$ cat config.mk
export PLATFORM = sky130hd
export DESIGN_NAME = and_cascade_tester_flat
export DESIGN_NICKNAME = d
export VERILOG_FILES = /design/src/rtl/and_cascade_tester_if.sv /design/src/rtl/and_cascade_tester.sv /design/src/flat_wrapper.sv
export SDC_FILE = /design/constraint.sdc
export NUM_CORES = 1
export LEC_CHECK = 0
export CAP_MARGIN = 20
export CORE_AREA = 2 2 116 62
export DETAILED_ROUTE_END_ITERATION = 10
export DIE_AREA = 0 0 118 64
export SYNTH_ARGS = -nofsm -noshare
export SYNTH_HDL_FRONTEND = slang
export SYNTH_SLANG_ARGS = --single-unit
$ cat constraint.sdc
create_clock -name clk -period 2.8 [get_ports clk]
set_clock_uncertainty 0.05 [all_clocks]
set_input_delay 0.28 -clock clk [delete_from_list [all_inputs] [get_ports clk]]
set_output_delay 0.28 -clock clk [all_outputs]
set_load 0.03 [all_outputs]
$ cat src/rtl/and_cascade_tester_if.sv
// Bus between the cascade self-tester and the AND-reduction cascade under test.
// master is the tester side; slave is the cascade side.
interface and_cascade_tester_if #(
    parameter int LENGTH = 8,
    parameter int CNT_W  = 16
);
    logic              start;
    logic [LENGTH-1:0] a_out;
    logic              c_in;
    logic              busy;
    logic              done;
    logic              pass;
    logic [CNT_W-1:0]  err_count;
    logic              fail_valid;
    logic [LENGTH-1:0] first_fail;

    modport master (
        input  start, c_in,
        output a_out, busy, done, pass, err_count, fail_valid, first_fail
    );

    modport slave (
        output start, c_in,
        input  a_out, busy, done, pass, err_count, fail_valid, first_fail
    );
endinterface

$ cat src/rtl/and_cascade_tester.sv
// Exhaustive self-test driver for a LENGTH-bit AND-reduction cascade: sweeps every
// pattern, compares the returned bit against &pattern, counts errors, logs first failure.
module and_cascade_tester #(
    parameter int LENGTH = 8,
    parameter int SETTLE = 1,
    parameter int CNT_W  = 16
) (
    input logic                  clk,
    input logic                  rst,
    and_cascade_tester_if.master bus
);
    localparam int SW = (SETTLE > 1) ? $clog2(SETTLE) : 1;

    typedef enum logic [1:0] {IDLE, DRIVE, SAMPLE, FINISH} state_t;

    state_t            state;
    logic [LENGTH-1:0] pattern;
    logic [LENGTH-1:0] first_fail;
    logic [SW-1:0]     settle_cnt;
    logic [CNT_W-1:0]  err_count;
    logic              busy;
    logic              done;
    logic              pass;
    logic              fail_valid;
    logic              expected;

    // Error counter sticks at all-ones rather than wrapping back to a clean-looking value.
    function automatic logic [CNT_W-1:0] sat_inc(input logic [CNT_W-1:0] v);
        return (&v) ? v : v + 1'b1;
    endfunction

    assign expected = &pattern;

    always_ff @(posedge clk) begin
        if (rst) begin
            state      <= IDLE;
            pattern    <= '0;
            settle_cnt <= '0;
            err_count  <= '0;
            first_fail <= '0;
            fail_valid <= 1'b0;
            busy       <= 1'b0;
            done       <= 1'b0;
            pass       <= 1'b0;
        end else begin
            done <= 1'b0;
            case (state)
                IDLE: begin
                    if (bus.start) begin
                        pattern    <= '0;
                        err_count  <= '0;
                        fail_valid <= 1'b0;
                        first_fail <= '0;
                        pass       <= 1'b0;
                        settle_cnt <= '0;
                        busy       <= 1'b1;
                        state      <= DRIVE;
                    end
                end
                DRIVE: begin
                    if (settle_cnt == SW'(SETTLE - 1)) begin
                        settle_cnt <= '0;
                        state      <= SAMPLE;
                    end else begin
                        settle_cnt <= settle_cnt + 1'b1;
                    end
                end
                SAMPLE: begin
                    if (bus.c_in != expected) begin
                        err_count <= sat_inc(err_count);
                        if (!fail_valid) begin
                            first_fail <= pattern;
                            fail_valid <= 1'b1;
                        end
                    end
                    // The last pattern is all-ones; stop there instead of wrapping to zero.
                    if (&pattern) begin
                        state <= FINISH;
                    end else begin
                        pattern <= pattern + 1'b1;
                        state   <= DRIVE;
                    end
                end
                FINISH: begin
                    done  <= 1'b1;
                    busy  <= 1'b0;
                    pass  <= (err_count == '0);
                    state <= IDLE;
                end
                default: state <= IDLE;
            endcase
        end
    end

    assign bus.a_out      = pattern;
    assign bus.busy       = busy;
    assign bus.done       = done;
    assign bus.pass       = pass;
    assign bus.err_count  = err_count;
    assign bus.fail_valid = fail_valid;
    assign bus.first_fail = first_fail;
endmodule

$ cat src/flat_wrapper.sv
// flat-port wrapper written by rule: the top's interface ports become plain ports
module and_cascade_tester_flat 
#(
    parameter int LENGTH = 8,
    parameter int SETTLE = 1,
    parameter int CNT_W  = 16
)
  (clk, rst, bus_start, bus_c_in, bus_a_out, bus_busy, bus_done, bus_pass, bus_err_count, bus_fail_valid, bus_first_fail);
  and_cascade_tester_if #(.LENGTH(LENGTH), .CNT_W(CNT_W)) bus_i ();
  input logic clk;
  input logic rst;
  input wire logic [$bits(bus_i.start)-1:0] bus_start;
  input wire logic [$bits(bus_i.c_in)-1:0] bus_c_in;
  output wire logic [$bits(bus_i.a_out)-1:0] bus_a_out;
  output wire logic [$bits(bus_i.busy)-1:0] bus_busy;
  output wire logic [$bits(bus_i.done)-1:0] bus_done;
  output wire logic [$bits(bus_i.pass)-1:0] bus_pass;
  output wire logic [$bits(bus_i.err_count)-1:0] bus_err_count;
  output wire logic [$bits(bus_i.fail_valid)-1:0] bus_fail_valid;
  output wire logic [$bits(bus_i.first_fail)-1:0] bus_first_fail;
  assign bus_i.start = bus_start;
  assign bus_i.c_in = bus_c_in;
  assign bus_a_out = bus_i.a_out;
  assign bus_busy = bus_i.busy;
  assign bus_done = bus_i.done;
  assign bus_pass = bus_i.pass;
  assign bus_err_count = bus_i.err_count;
  assign bus_fail_valid = bus_i.fail_valid;
  assign bus_first_fail = bus_i.first_fail;
  and_cascade_tester #(.LENGTH(LENGTH), .SETTLE(SETTLE), .CNT_W(CNT_W)) u_core (.clk(clk), .rst(rst), .bus(bus_i));
endmodule
==> flow_summary.yaml, run 1 <==
global_routing:
  grt_max_degree: 23
  gr-total-overflow: 0
  grt_pass1_wl_mm: 9.604
  antenna_found_initial: 0
  grt_pass1_vias: 1767
  grt_usage: 0.1615
synthesis:
  synthFlopType: "dfxtp_1"
  yosysMostFrequentCell: "dfxtp_1"
  ys_seq_area_frac: 0.4005
  synth-seq-cells: 38
  syn_avg_cell_area_um2: 8.152
  synth_commonest_cells: "dfxtp_1 (38), nand2_1 (19), nand4_1 (18), nor2_1 (18), a21oi_1 (17)"
  async_flop_share: 0
  synth_warnings: 0
  synth_area_leader_cell: "dfxtp_1"
  synth_edf_count: 0
  synthTopCellsByArea: "dfxtp_1 (40%), nand4_1 (5.9%), a21oi_1 (4.5%), nand2_1 (3.8%), nand3_1 (3.7%)"
  synth_cell_type_count: 47
  synthCells: 233
  synth_top_area_frac: 0.4005
  syn-num-nets: 240
  synth_area_um2: 1899
worst_setup_path:
  critPathRequiredTime_ns: 2.94
  crit_arrival_ns: 2.57
  reg2reg_depth: 6
  worstSetupEndpointType: "flop"
  r2r_setup_slack_ns: 0.36
  cp_max_fo: 7
  rr_startpoint: "u_core.bus.a_out[0]$_SDFFE_PP0P_"
  regToRegEndpoint: "u_core.bus.err_count[9]$_SDFFE_PP0P_"
  critPathLaunchType: "flop"
  path_class: "reg -> reg"
finish:
  design_area_um2: 2586
  fin_util: 0.3985
  drive_above_1_share: 0.08961
  fin_nets: 285
  diodes: 0
  area_delta_synth_final_pct: 36.17
timing:
  layout_min_cycle_time_ns: 2.435
  slew_headroom: 0.6417
  hold_viol_final: 0
  maxSlewViolCount: 0
  rsz0062_at_grt: "false"
  tightest_slew_ns: 0.5326
  setup_violations: 0
  fin_hold_ws_ns: 0.4167
  fmax_mhz: 410.6
  setup_tns_ns: 0
  layout_worst_path_cycle_share: 0.8697
worst_hold_path:
  whs_endpoint: "u_core.bus.first_fail[0]$_SDFFE_PP0P_"
  hold_path.startpoint: "u_core.bus.first_fail[0]$_SDFFE_PP0P_"
  min_path_type: "reg -> reg"
  hold_depth: 2
clock_network:
  cts_setup_buffers: 0
  cts-buffers-inserted: 5
  cts_tree: "done"
  htreeDepth: 2
  postCtsHoldBufs: 0
  post_cts_resized: 0
  clock_latency_ns: 0.28
  cts_sinks: 38
  clk_pin_slew_worst_paths_ns: 0.06
  clock_path_buffers: 2
  root_buffer: "clkbuf_16"
routing:
  totalWireLength_mm: 5.878
  vias: 1957
  drt-initial-drc-count: 203
  post-route-drc-count: 0
  routed_via_density: 5.275
  drtPass1Iterations: 5
  drtAntennaViolNets: 0
  routedWlPerCell_um: 15.84
job:
  drv_cap: 0
place:
  dpl-instance-area_um2: 2435
  place_hpwl_mm: 4.355
  port_buffers: 39
  place.gp.congestion: 0.8687
die:
  die_area_um2: 7552
  core-area_um2: 6490
  fp.dieW_um: 118
  rows: 21
  io_pins: 40
  initial_core_util: 0.2927
  die_h_um: 64
run_status:
  status: "finished, final reports clean"
power:
  p_total_mw: 1.209
  leakage_nw: 0.8265
  ir_drop_v: 0.0001822
  pwr_density_cell_nw_per_um2: 467.6
[sequential cells by signal, indices dropped and copies added (netlist names)]
name                   count
u_core.bus.a_out           8
u_core.bus.busy            1
u_core.bus.done            1
u_core.bus.err_count      16
u_core.bus.fail_valid      1
u_core.bus.first_fail      8
u_core.bus.pass            1
u_core.state               2
[report_power, final]
part	internal (mW)	switching, mW
Clock	0.352	0.220
Sequential	0.546	0.00768
Combinational	0.0274	0.0564
Total	0.925	0.284
[worst max-delay path by stage]
stage	slack [ns]	startpoint	endpoint	cells after the start
6_report	0.36	u_core.bus.a_out[0]$_SDFFE_PP0P_	u_core.bus.err_count[9]$_SDFFE_PP0P_	6
5_1_grt	0.17	u_core.bus.a_out[0]$_SDFFE_PP0P_	u_core.bus.err_count[9]$_SDFFE_PP0P_	6
4_1_cts	0.39	u_core.bus.a_out[0]$_SDFFE_PP0P_	u_core.bus.err_count[9]$_SDFFE_PP0P_	6
3_5_place_dp	0.40	u_core.bus.a_out[0]$_SDFFE_PP0P_	u_core.bus.err_count[9]$_SDFFE_PP0P_	6
3_3_place_gp	0.55	bus_c_in	u_core.bus.err_count[9]$_SDFFE_PP0P_	5
2_1_floorplan	0.48	u_core.bus.a_out[0]$_SDFFE_PP0P_	u_core.bus.err_count[6]$_SDFFE_PP0P_	7
[through the flow]
step / cells / setup WS [ns]
after floorplan: 233 / 0.4828
after global placement: 363 / 0.5489
after detailed placement: 363 / 0.3964
after CTS: 371 / 0.3945
after global routing: 371 / 0.1651
final: 371 / 0.3648
[cell type report]
class                      instances  area (um2)
timing repair buffer              49       465.4
sequential                        38       760.7
inverter                           9       33.78
tap                               92       115.1
fill                             666        3904
multi-input combinational        175        1060
clock inverter                     2       12.51
clock buffer                       6       138.9
[cells in the final DEF, fill, tap and decap left out, types with 3 or more instances in the layout]
master | netlist | final
dfxtp_1 | 38 | 38
nand3_1 | 14 | 14
and3_1 | 3 | 3
nor2_1 | 18 | 18
o311ai_0 | 3 | 3
o21ai_0 | 9 | 9
nor4_1 | 5 | 5
nand2b_1 | 4 | 4
nor3_1 | 8 | 8
xor2_1 | 3 | 3
a21oi_1 | 17 | 17
inv_1 | 9 | 9
o31ai_1 | 5 | 5
buf_4 | 0 | 10
nand4_1 | 18 | 18
ha_1 | 3 | 3
a31oi_1 | 7 | 7
nand2_1 | 19 | 19
clkdlybuf4s50_1 | 0 | 39
clkbuf_16 | 0 | 5
[routing by layer]
metal,part of all wire,wire length [um],track usage,up-vias
met2,0.35,2060,0.1940,87
met5,0,0,0,-
met4,0.0053,31,0.03163,0
met3,0.096,563,0.04911,5
li1,-,-,-,979
met1,0.55,3222,0.2651,886
[worst max-delay path, stage by stage (launching register included)]
cell and delay, ns:
dfxtp_1 0.41, ha_1 0.28, nand3_1 0.16, or3_4 0.38
a21oi_2 0.32, nand3_1 0.35, o41ai_1 0.38
[cells by family (layout without fill, tap and decap cells)]
group | after synthesis | in the layout | synth area share
mux | 1 | 1 | 0.005270
xor+xnor | 5 | 5 | 0.02306
fa+ha+maj | 3 | 3 | 0.01976
simple gates | 105 | 105 | 0.3011
buf+inv | 20 | 66 | 0.04150
flops | 38 | 38 | 0.4005
compound gates | 61 | 61 | 0.2088
Power figures use the tool's default switching activity.
==> run 2: changes to the inputs <==
--- a/constraint.sdc
+++ b/constraint.sdc
@@ -4,2 +4,2 @@
 set_output_delay 0.28 -clock clk [all_outputs]
-set_load 0.03 [all_outputs]
+set_load 0.01 [all_outputs]
==> results of run 2 <==
The final DEF is identical to that of run 1. Status: finished, final reports clean.
Among the figures that moved: total power 1.209 mW -> 1.204 mW; worst IR drop on VDD 0.0001822 V -> 0.0001819 V
==> run 3: changes to the inputs <==
Settings changed: CELL_PAD_IN_SITES_DETAIL_PLACEMENT set to 1, CELL_PAD_IN_SITES_GLOBAL_PLACEMENT set to 1, PLACE_DENSITY_LB_ADDON set to 0.1.
==> run 3 against run 2 <==
- worst hold slack better by 0.00074 ns
- largest power group unchanged
- clock power is 14% higher
- register-to-register slack worse by 0.07 ns
- non-clock buffer count stayed put
- global-route usage is 3.0 points higher
- largest cell class unchanged
- die area stayed put
==> flow_summary.yaml, run 3 (synthesis gave the netlist of run 1 again) <==
run_status:
  status: "finished, final reports clean"
worst_hold_path:
  min_path_type: "reg -> reg"
  hold_depth: 2
  hold_path.startpoint: "u_core.bus.first_fail[5]$_SDFFE_PP0P_"
  whs_endpoint: "u_core.bus.first_fail[5]$_SDFFE_PP0P_"
clock_network:
  clock_path_buffers: 2
  clock_latency_ns: 0.28
  clk_pin_slew_worst_paths_ns: 0.06
  cts-buffers-inserted: 5
  cts_sinks: 38
  htreeDepth: 2
  cts_setup_buffers: 0
  cts_tree: "done"
  root_buffer: "clkbuf_16"
  postCtsHoldBufs: 0
  post_cts_resized: 0
power:
  ir_drop_v: 0.0003340
  p_total_mw: 1.285
  leakage_nw: 0.8374
  pwr_density_cell_nw_per_um2: 494.2
global_routing:
  grt_pass1_vias: 1965
  gr-total-overflow: 0
  antenna_found_initial: 0
  grt_max_degree: 23
  grt_usage: 0.1910
  grt_pass1_wl_mm: 11.07
die:
  initial_core_util: 0.2927
  core-area_um2: 6490
  die_h_um: 64
  fp.dieW_um: 118
  die_area_um2: 7552
  io_pins: 40
  rows: 21
routing:
  drtAntennaViolNets: 0
  drtPass1Iterations: 4
  routedWlPerCell_um: 17.87
  vias: 1997
  totalWireLength_mm: 6.629
  routed_via_density: 5.383
  post-route-drc-count: 0
  drt-initial-drc-count: 150
worst_setup_path:
  crit_arrival_ns: 2.64
  worstSetupEndpointType: "flop"
  reg2reg_depth: 6
  regToRegEndpoint: "u_core.bus.err_count[4]$_SDFFE_PP0P_"
  cp_max_fo: 13
  critPathRequiredTime_ns: 2.94
  rr_startpoint: "u_core.bus.err_count[0]$_SDFFE_PP0P_"
  critPathLaunchType: "flop"
  r2r_setup_slack_ns: 0.30
  path_class: "reg -> reg"
finish:
  fill_cells: 807
  final_cell_mix: "clkdlybuf4s50_1 (39), dfxtp_1 (38), nand2_1 (19)"
  fin_cells: 371
  final_common_cell: "clkdlybuf4s50_1"
  drive_above_1_share: 0.08961
  design_area_um2: 2600
  fin_util: 0.4006
  fin_nets: 285
  area_delta_synth_final_pct: 36.89
  max_flop_register: "u_core.bus.err_count"
  diodes: 0
  largest_register_ff_count: 16
timing:
  layout_worst_path_cycle_share: 0.8937
  fmax_mhz: 399.6
  tightest_slew_ns: 0.5851
  hold_viol_final: 0
  maxSlewViolCount: 0
  fin_hold_ws_ns: 0.4174
  layout_min_cycle_time_ns: 2.502
  slew_headroom: 0.6099
  setup_tns_ns: 0
  rsz0062_at_grt: "false"
  postLayoutSetupSlackWorst_ns: 0.2977
  setup_violations: 0
job:
  drv_cap: 0
place:
  port_buffers: 39
  place.gp.congestion: 0.8091
  placed_cells: 363
  place_hpwl_mm: 4.896
  pre_cts_ws_ns: 0.3578
  dpl-instance-area_um2: 2435
==> run 3: cell count changes in the layout (fill, tap and decap cells not counted), sizes merged <==
cell      delta
bufinv       +1
clkbuf       -1
clkinv       +1
clkinvlp     -1
==> run 3: area by class of cell <==
| class | count | area (um2) | area share |
|---|---|---|---|
| Inverter | 9 | 33.78 | 0.01299 |
| Tap cell | 92 | 115.1 | 0.04427 |
| Sequential cell | 38 | 760.7 | 0.2926 |
| Multi-Input combinational cell | 175 | 1060 | 0.4076 |
| Clock inverter | 3 | 40.04 | 0.01540 |
| Timing Repair Buffer | 49 | 465.4 | 0.1790 |
| Clock buffer | 5 | 125.1 | 0.04812 |
==> run 3: power breakdown <==
part	switching [mW]	internal (mW)	leakage, nW	total, mW
combinational	0.0531	0.0270	0.447	0.0801
sequential	0.00782	0.546	0.307	0.553
clock	0.234	0.417	0.0836	0.651
total	0.295	0.990	0.837	1.28
==> run 3: routing by layer <==
layer,GRT usage,share of wire,up-vias
met5,0,0,-
met4,0.04066,0.0077,0
met3,0.04821,0.071,5
met2,0.2398,0.35,58
met1,0.3105,0.57,954
li1,-,-,980
==> run 3: worst max-delay path by stage <==
| stage | startpoint | end | depth (start not counted) |
|---|---|---|---|
| after CTS | u_core.bus.err_count[0]$_SDFFE_PP0P_ | u_core.bus.err_count[4]$_SDFFE_PP0P_ | 6 |
| after detailed placement | u_core.bus.err_count[0]$_SDFFE_PP0P_ | u_core.bus.err_count[4]$_SDFFE_PP0P_ | 6 |
| after global placement | u_core.bus.err_count[0]$_SDFFE_PP0P_ | u_core.bus.err_count[1]$_SDFFE_PP0P_ | 6 |
| after global routing | u_core.bus.err_count[0]$_SDFFE_PP0P_ | u_core.bus.err_count[14]$_SDFFE_PP0P_ | 6 |
| after floorplan | u_core.bus.a_out[0]$_SDFFE_PP0P_ | u_core.bus.err_count[6]$_SDFFE_PP0P_ | 7 |
| final | u_core.bus.err_count[0]$_SDFFE_PP0P_ | u_core.bus.err_count[4]$_SDFFE_PP0P_ | 6 |
==> run 3: critical path: stages, from the launching register on <==
cell	delay (ns)
dfxtp_1	0.44
ha_1	0.27
nand4_1	0.17
nor4_1	0.42
and4_1	0.60
nor2_1	0.17
a311oi_1	0.29
